$ cat config.mk
export PLATFORM = sky130hd
export DESIGN_NAME = fetch_ctrl
export DESIGN_NICKNAME = d
export VERILOG_FILES = /design/src/rtl/fetch_ctrl.sv
export SDC_FILE = /design/constraint.sdc
export NUM_CORES = 1
export LEC_CHECK = 0
export CAP_MARGIN = 40
export CORE_ASPECT_RATIO = 0.9
export CORE_UTILIZATION = 51
export CTS_CLUSTER_SIZE = 40
export DETAILED_ROUTE_END_ITERATION = 7
export PLACE_DENSITY = 0.87
export SLEW_MARGIN = 20
export SYNTH_ARGS = -nofsm -noshare
export SYNTH_HDL_FRONTEND = slang
export SYNTH_SLANG_ARGS = --single-unit
$ cat constraint.sdc
create_clock -name clk -period 3.75 [get_ports clk]
set_input_delay 0.5625 -clock clk [delete_from_list [all_inputs] [get_ports clk]]
set_output_delay 0.5625 -clock clk [all_outputs]
set_load 0.02 [all_outputs]
$ cat src/rtl/fetch_ctrl.sv
// Fetch sequencer: owns the PC, fetches one word per request over req/ack, holds it until decode takes it.
// Optional build macro FETCH_CHK_EN adds alignment/range checking of every new PC with a sticky fault.
module fetch_ctrl #(
  parameter logic [31:0] RESET_PC = 32'h0000_3000,
  parameter logic [31:0] IM_BASE  = 32'h0000_3000,
  parameter int          ADDR_W   = 12
) (
  input  logic              clk,
  input  logic              rst,
  input  logic              redirect_valid,
  input  logic [31:0]       redirect_pc,
  input  logic              id_ready,
  output logic [31:0]       pc,
  output logic [31:0]       instr,
  output logic              instr_valid,
  output logic              mem_req,
  output logic [ADDR_W-1:0] mem_addr,
  input  logic              mem_ack,
  input  logic [31:0]       mem_rdata,
  output logic              fetch_fault
);

  typedef enum logic [1:0] {S_IDLE, S_REQ, S_VALID, S_FAULT} state_e;

  state_e      state_q;
  logic [31:0] pc_q;
  logic [31:0] instr_q;
  logic        valid_q;
  logic        req_q;
  logic        fault_q;
  logic        redir_pend_q;
  logic [31:0] redir_pc_q;

  logic [31:0] raw_pc;
  logic [31:0] pc_d;
  logic        pc_bad;

  // Candidate PC for any load this cycle: a live redirect beats a pending one and beats pc+4.
  assign raw_pc = redirect_valid              ? redirect_pc :
                  (state_q == S_VALID)        ? pc_q + 32'd4 :
                                                redir_pc_q;

`ifdef FETCH_CHK_EN
  assign pc_d   = raw_pc;
  assign pc_bad = (raw_pc[1:0] != 2'b00) ||
                  (((raw_pc - IM_BASE) >> (ADDR_W + 2)) != 32'd0);
`else
  assign pc_d   = raw_pc & ~32'd3;
  assign pc_bad = 1'b0;
`endif

  always_ff @(posedge clk) begin
    // NOTE: sequential state uses non-blocking assignments so every register samples pre-edge values.
    if (rst) begin
      state_q      <= S_IDLE;
      pc_q         <= RESET_PC;
      instr_q      <= '0;
      valid_q      <= 1'b0;
      req_q        <= 1'b0;
      fault_q      <= 1'b0;
      redir_pend_q <= 1'b0;
      redir_pc_q   <= '0;
    end else begin
      case (state_q)
        S_IDLE: begin
          state_q <= S_REQ;
          req_q   <= 1'b1;
        end
        S_REQ: begin
          if (mem_ack) begin
            if (redirect_valid || redir_pend_q) begin
              // Stale fetch: drop the data and refetch at the redirect target.
              redir_pend_q <= 1'b0;
              pc_q         <= pc_d;
              if (pc_bad) begin
                state_q <= S_FAULT;
                fault_q <= 1'b1;
                req_q   <= 1'b0;
              end
            end else begin
              instr_q <= mem_rdata;
              valid_q <= 1'b1;
              req_q   <= 1'b0;
              state_q <= S_VALID;
            end
          end else if (redirect_valid) begin
            redir_pend_q <= 1'b1;
            redir_pc_q   <= redirect_pc;
          end
        end
        S_VALID: begin
          if (redirect_valid || id_ready) begin
            valid_q <= 1'b0;
            pc_q    <= pc_d;
            if (pc_bad) begin
              state_q <= S_FAULT;
              fault_q <= 1'b1;
            end else begin
              state_q <= S_REQ;
              req_q   <= 1'b1;
            end
          end
        end
        default: ;
      endcase
    end
  end

  assign pc          = pc_q;
  assign instr       = instr_q;
  assign instr_valid = valid_q;
  assign mem_req     = req_q;
  assign mem_addr    = ADDR_W'((pc_q - IM_BASE) >> 2);
  assign fetch_fault = fault_q;

endmodule

---- Yosys cells after proc, flatten, opt, wreduce, memory -nomap -nowiden ----
Index checks and enable logic that the tools add are counted.
cells by class
  add/sub/neg operators ................... 2
  multipliers ............................. 0
  divide/modulo/power cells ............... 0
  order comparisons ....................... 0
  eq/ne operators ......................... 7
  shifts and indexed selects .............. 0
  muxes and demuxes ....................... 21
  bitwise logic cells ..................... 2
  reduce and logical (&&, ||, !) cells .... 12
operators by type and width
  operator                count
  $mux 32                 5
  $pmux 32 s2             1
  $add 32x3->32 const B   1
  $sub 14x14->14 const B  1
  $reduce_and 4->1        3
  $mux 1                  9
  $reduce_and 3->1        3
  $mux 2                  3
  $ne 2x2->1 const B      3
  $pmux 2 s3              1
  $ne 2x1->1 const B      2
  $reduce_bool 2->1       2
  $pmux 1 s3              1
  $reduce_bool 3->1       1
  $eq 2x1->1 const B      1
  $eq 2x2->1 const B      1
  $logic_not 2->1         1
  $logic_or 1x1->1        2
  $not 1->1               2
  $pmux 1 s2              1
storage, ports and cells
  bits in registers ....................... 101
  bits in latches ......................... 0
  bits in writable memories ............... 0
  ROM bits ................................ 0
  word-level logic and storage cells ...... 51
  memories kept ........................... 0

---- Logic depth before layout (Yosys ltp) ----
  depth in word-level cells ............... 6
  mapped depth ............................ 8

---- Worst setup path before layout ----
Ideal clock, no wire load.
  path kind ............................... register to register
  from .................................... register pc_q[2], in the netlist pc[2]
  to ...................................... register pc_q[22], in the netlist pc[22]
  library setup time ...................... 0.086 ns
  arrival time ............................ 2.168 ns
  setup slack ............................. 1.496 ns
  cell stages (with the launch flop) ...... 7
  buffers on the path ..................... 0
  period minus slack after synthesis ...... 2.254 ns
  cells stage by stage .................... dfxtp_1 > ha_1 > nand3_2 > nor4_2 > a211oi_1 > or4_1 > a211oi_1
between the ends
  cells in the longest elaborated chain, start to end .. 6
  elaborated cells on any way between the ends .. 7
  classes of those cells .................. add/sub: 1; mux: 6
ends and longest elaborated chain
  element                 RTL line  text
  from (decl)             26        logic [31:0] pc_q;
  from (signal assigned)  74        pc_q <= pc_d;
  from (signal assigned)  94        pc_q <= pc_d;
  $add 32x3->32 *         40        (state_q == S_VALID) ? pc_q + 32'd4 :
  $mux 32 *               40
  $mux 32 *               39        assign raw_pc = redirect_valid ? redirect_pc :
  $mux 32                 71        if (redirect_valid || redir_pend_q) begin
  $mux 32                 70        if (mem_ack) begin
  $pmux 32 s2 *           64        case (state_q)
Every way passes the cells marked *; elsewhere a longest branch is shown, timed or not. The select of a mux whose other input is x is not followed.
A chain may end at the register's enable or synchronous reset.

---- Worst setup path after layout ----
  from .................................... register pc_q[2], in the netlist pc[2]
  to ...................................... register pc_q[26], in the netlist pc[26]
Same word-level chain as after synthesis.

==> impl_metrics.csv <==
group,metric,value,unit
clock_network,ctsHoldBuffers,0,
layout,multi_input_area,0.002504,mm^2
die,row_count,32,
route,drcViolationCount,0,
layout,final_nets,825,
layout,antenna_cells,0,
die,initial_core_util,53.81,%
route,via_per_inst,5.781,
global_route,antenna_found_initial,0,
power,p_leak,2.075,nW
route,drt_pass1_iterations,5,
timing,post-route-min-period,2.591,ns
clock_network,tritoncts,"done",
timing,post-route-period-util,69.10,%
synthesis,async_flop_share,0,%
clock_network,post_cts.repair.setup_buffers,0,
synthesis,synth_warnings,0,
route,via_count,5070,
synthesis,synth_top_family_by_area,"simple AND/OR/NAND/NOR gates",
timing,fmax,0.3859,GHz
clock_network,cts_inserted_buffers,9,
synthesis,synth-edff-count,0,
setup_path,rrSetupSlack,1.16,ns
synthesis,netlist_instances,652,
power,p_switching,0.6274,mW
route,drt_wl_total,13690,um
timing,hold_violations,0,
power,pwr-share-seq,50.3,%
power,pwr-share-clk,31.9,%
timing,relSlewSlack,49.16,%
timing,max_slew.worst_pin.slew,0.7626,ns
timing,rsz0062_at_grt,"false",
global_route,gr-total-overflow,0,
setup_path,path_max_fanout,8,
power,powerDensity,349.9,mW/mm^2
setup_path,start_kind,"register",
synthesis,synthSimpleGateAreaFrac,28.14,%
setup_path,arrival,2.86,ns
power,p_sw_share,28.46,%
synthesis,synth-compound-area-share,21.27,%
flow_run,maxCapViolations,0,
die,die-area,0.009641,mm^2
global_route,grt_pass1_wl,21590,um
timing,hold_ws,0.4574,ns
timing,finalSetupViolCount,0,
power,ir_drop,0.1890,mV
die,num_io_pins,148,
global_route,grtUsageMet3,4.634,%
clock_network,h-tree-depth,3,
global_route,gr-usage-met2,46.19,%
setup_path,required,4.02,ns
synthesis,yosysUniqueCellTypes,50,
synthesis,avgSynthCellArea,7.237,um^2
route,drt_iter0_markers,350,
synthesis,syn_area,0.004718,mm^2
place,dp_hpwl,9494,um
clock_network,clockBufferDepth,2,
layout,regArea,0.001922,mm^2
layout,drive_gt1_share,5.541,%
global_route,grt_pass1_vias,4613,
clock_network,clkLatencyLatePin,0.36,ns
synthesis,synthMuxAreaShare,0.8486,%
global_route,grt_use_total,28.34,%
setup_path,cp-end-kind,"register",
synthesis,synth-xor-area-share,1.485,%
setup_path,crit_type,"register to register",
layout,area_delta_synth_final,33.52,%
clock_network,clkSlewWorstSetupHoldPaths,0.10,ns
layout,layout.cells.most_common_list,"170 x nand2_1, 140 x clkdlybuf4s50_1, 96 x a21oi_1, 96 x dfxtp_1, 41 x nor2_1",
timing,finClkSkew,0.01212,ns
outcome,outcome,"finished clean",
worst_hold_path,hp-class,"register to register",
layout,num-fill-cells,676,
clock_network,cts.sinks,96,
route,wl_per_cell,15.61,um
synthesis,synthAdderAreaFrac,0.5304,%
synthesis,synth_ff_type,"dfxtp_1",
global_route,grt_max_degree,66,
power,power_frac_comb,17.9,%
layout,fin_util,71.85,%
clock_network,ctsResizeCount,0,
die,die_w,103.4,um
layout,final_common_cell,"nand2_1",
power,p_int,1.577,mW
die,die-height,93.25,um
global_route,busiest_layer,"met2",
clock_network,root_buffer,"clkbuf_8",
place,gp_congestion,0.8609,
place,io_buffers,142,
timing,final_max_slew_viol_count,0,
synthesis,seq_area_frac_synth,40.73,%
synthesis,synth_seq_cells,96,
die,core,0.008768,mm^2
timing,finalSetupTns,0,ns
route,antenna_left,0,
global_route,met1_usage,37.09,%
==> critical path, cell delays in order, from the launching register on <==
cell and delay [ns]:
dfxtp_1 0.50, ha_1 0.27, nand3_2 0.20, nor4_2 0.63, a211oi_1 0.15, or4_1 0.53
a211oi_1 0.22
==> flip-flops by register name, indices dropped and copies added (netlist names) <==
signal	count
pc	30
state_q	2
redir_pend_q	1
instr	32
redir_pc_q	30
instr_valid	1
==> power by group through the flow <==
stage | combinational [mW] | sequential, mW | clock (mW)
2_1_floorplan | 0.172 | 1.16 | 0
3_3_place_gp | 0.379 | 1.13 | 0
3_5_place_dp | 0.389 | 1.13 | 0
4_1_cts | 0.391 | 1.11 | 0.710
5_1_grt | 0.424 | 1.11 | 0.746
6_report | 0.393 | 1.11 | 0.703
==> layout make-up <==
cell class	instances	area share (%)
multi-input combinational	486	39.74
sequential	96	30.51
timing repair buffer	153	23.71
tap	119	2.363
clock buffer	10	2.185
clock inverter	5	1.013
inverter	8	0.4767
==> metrics by stage <==
| step | instances | instance area (um^2) | power [mW] | worst slack [ns] |
|---|---|---|---|---|
| finish | 877 | 6300 | 2.204 | 1.159 |
| global placement | 862 | 6098 | 1.507 | 1.029 |
| detailed placement | 862 | 6098 | 1.520 | 0.9748 |
| CTS | 877 | 6300 | 2.209 | 1.179 |
| global route | 877 | 6300 | 2.284 | 1.003 |
| floorplan | 654 | 4726 | 1.329 | 1.496 |
==> synth_stat cells (4+ instances only) <==
master | instances | area share [%]
a211oi_1 | 19 | 3.0
a21oi_1 | 96 | 10
a311oi_1 | 4 | 0.74
buf_4 | 13 | 2.1
clkbuf_1 | 47 | 3.7
dfxtp_1 | 96 | 41
inv_1 | 8 | 0.64
mux2i_1 | 4 | 0.85
nand2_1 | 170 | 14
nand2b_1 | 5 | 0.66
nand3_1 | 10 | 1.1
nand4_1 | 8 | 1.1
nor2_1 | 43 | 3.4
nor3_1 | 20 | 2.1
nor4_1 | 11 | 1.5
o21ai_0 | 32 | 3.4
o31ai_1 | 6 | 0.95
or4_1 | 4 | 0.64
xnor2_1 | 4 | 0.74
xor2_1 | 4 | 0.74
==> metal layers <==
metal | up-vias | part of all wire, %
met1 | 2367 | 42
li1 | 2434 | -
met2 | 242 | 49
met4 | 0 | 2.0
met5 | - | 0
met3 | 27 | 6.8
==> worst paths after layout <==
check / depth (start not counted) / startpoint / endpoint
worst max-delay path: 6 / pc[2] / pc[26]
worst min-delay path: 2 / redir_pc_q[12] / redir_pc_q[12]
worst max register to register: 6 / pc[2] / pc[26]
worst min register to register: 2 / redir_pc_q[12] / redir_pc_q[12]
==> kinds of logic after synthesis <==
| family | after synthesis |
|---|---|
| adders and majority gates | 2 |
| other | 1 |
| DFF | 96 |
| and+or+nand+nor | 295 |
| xor gates and xnor gates | 8 |
| buffers and inverters | 72 |
| AOI/OAI and AO/OA | 174 |
| muxes | 4 |
Power figures use the tool's default switching activity.
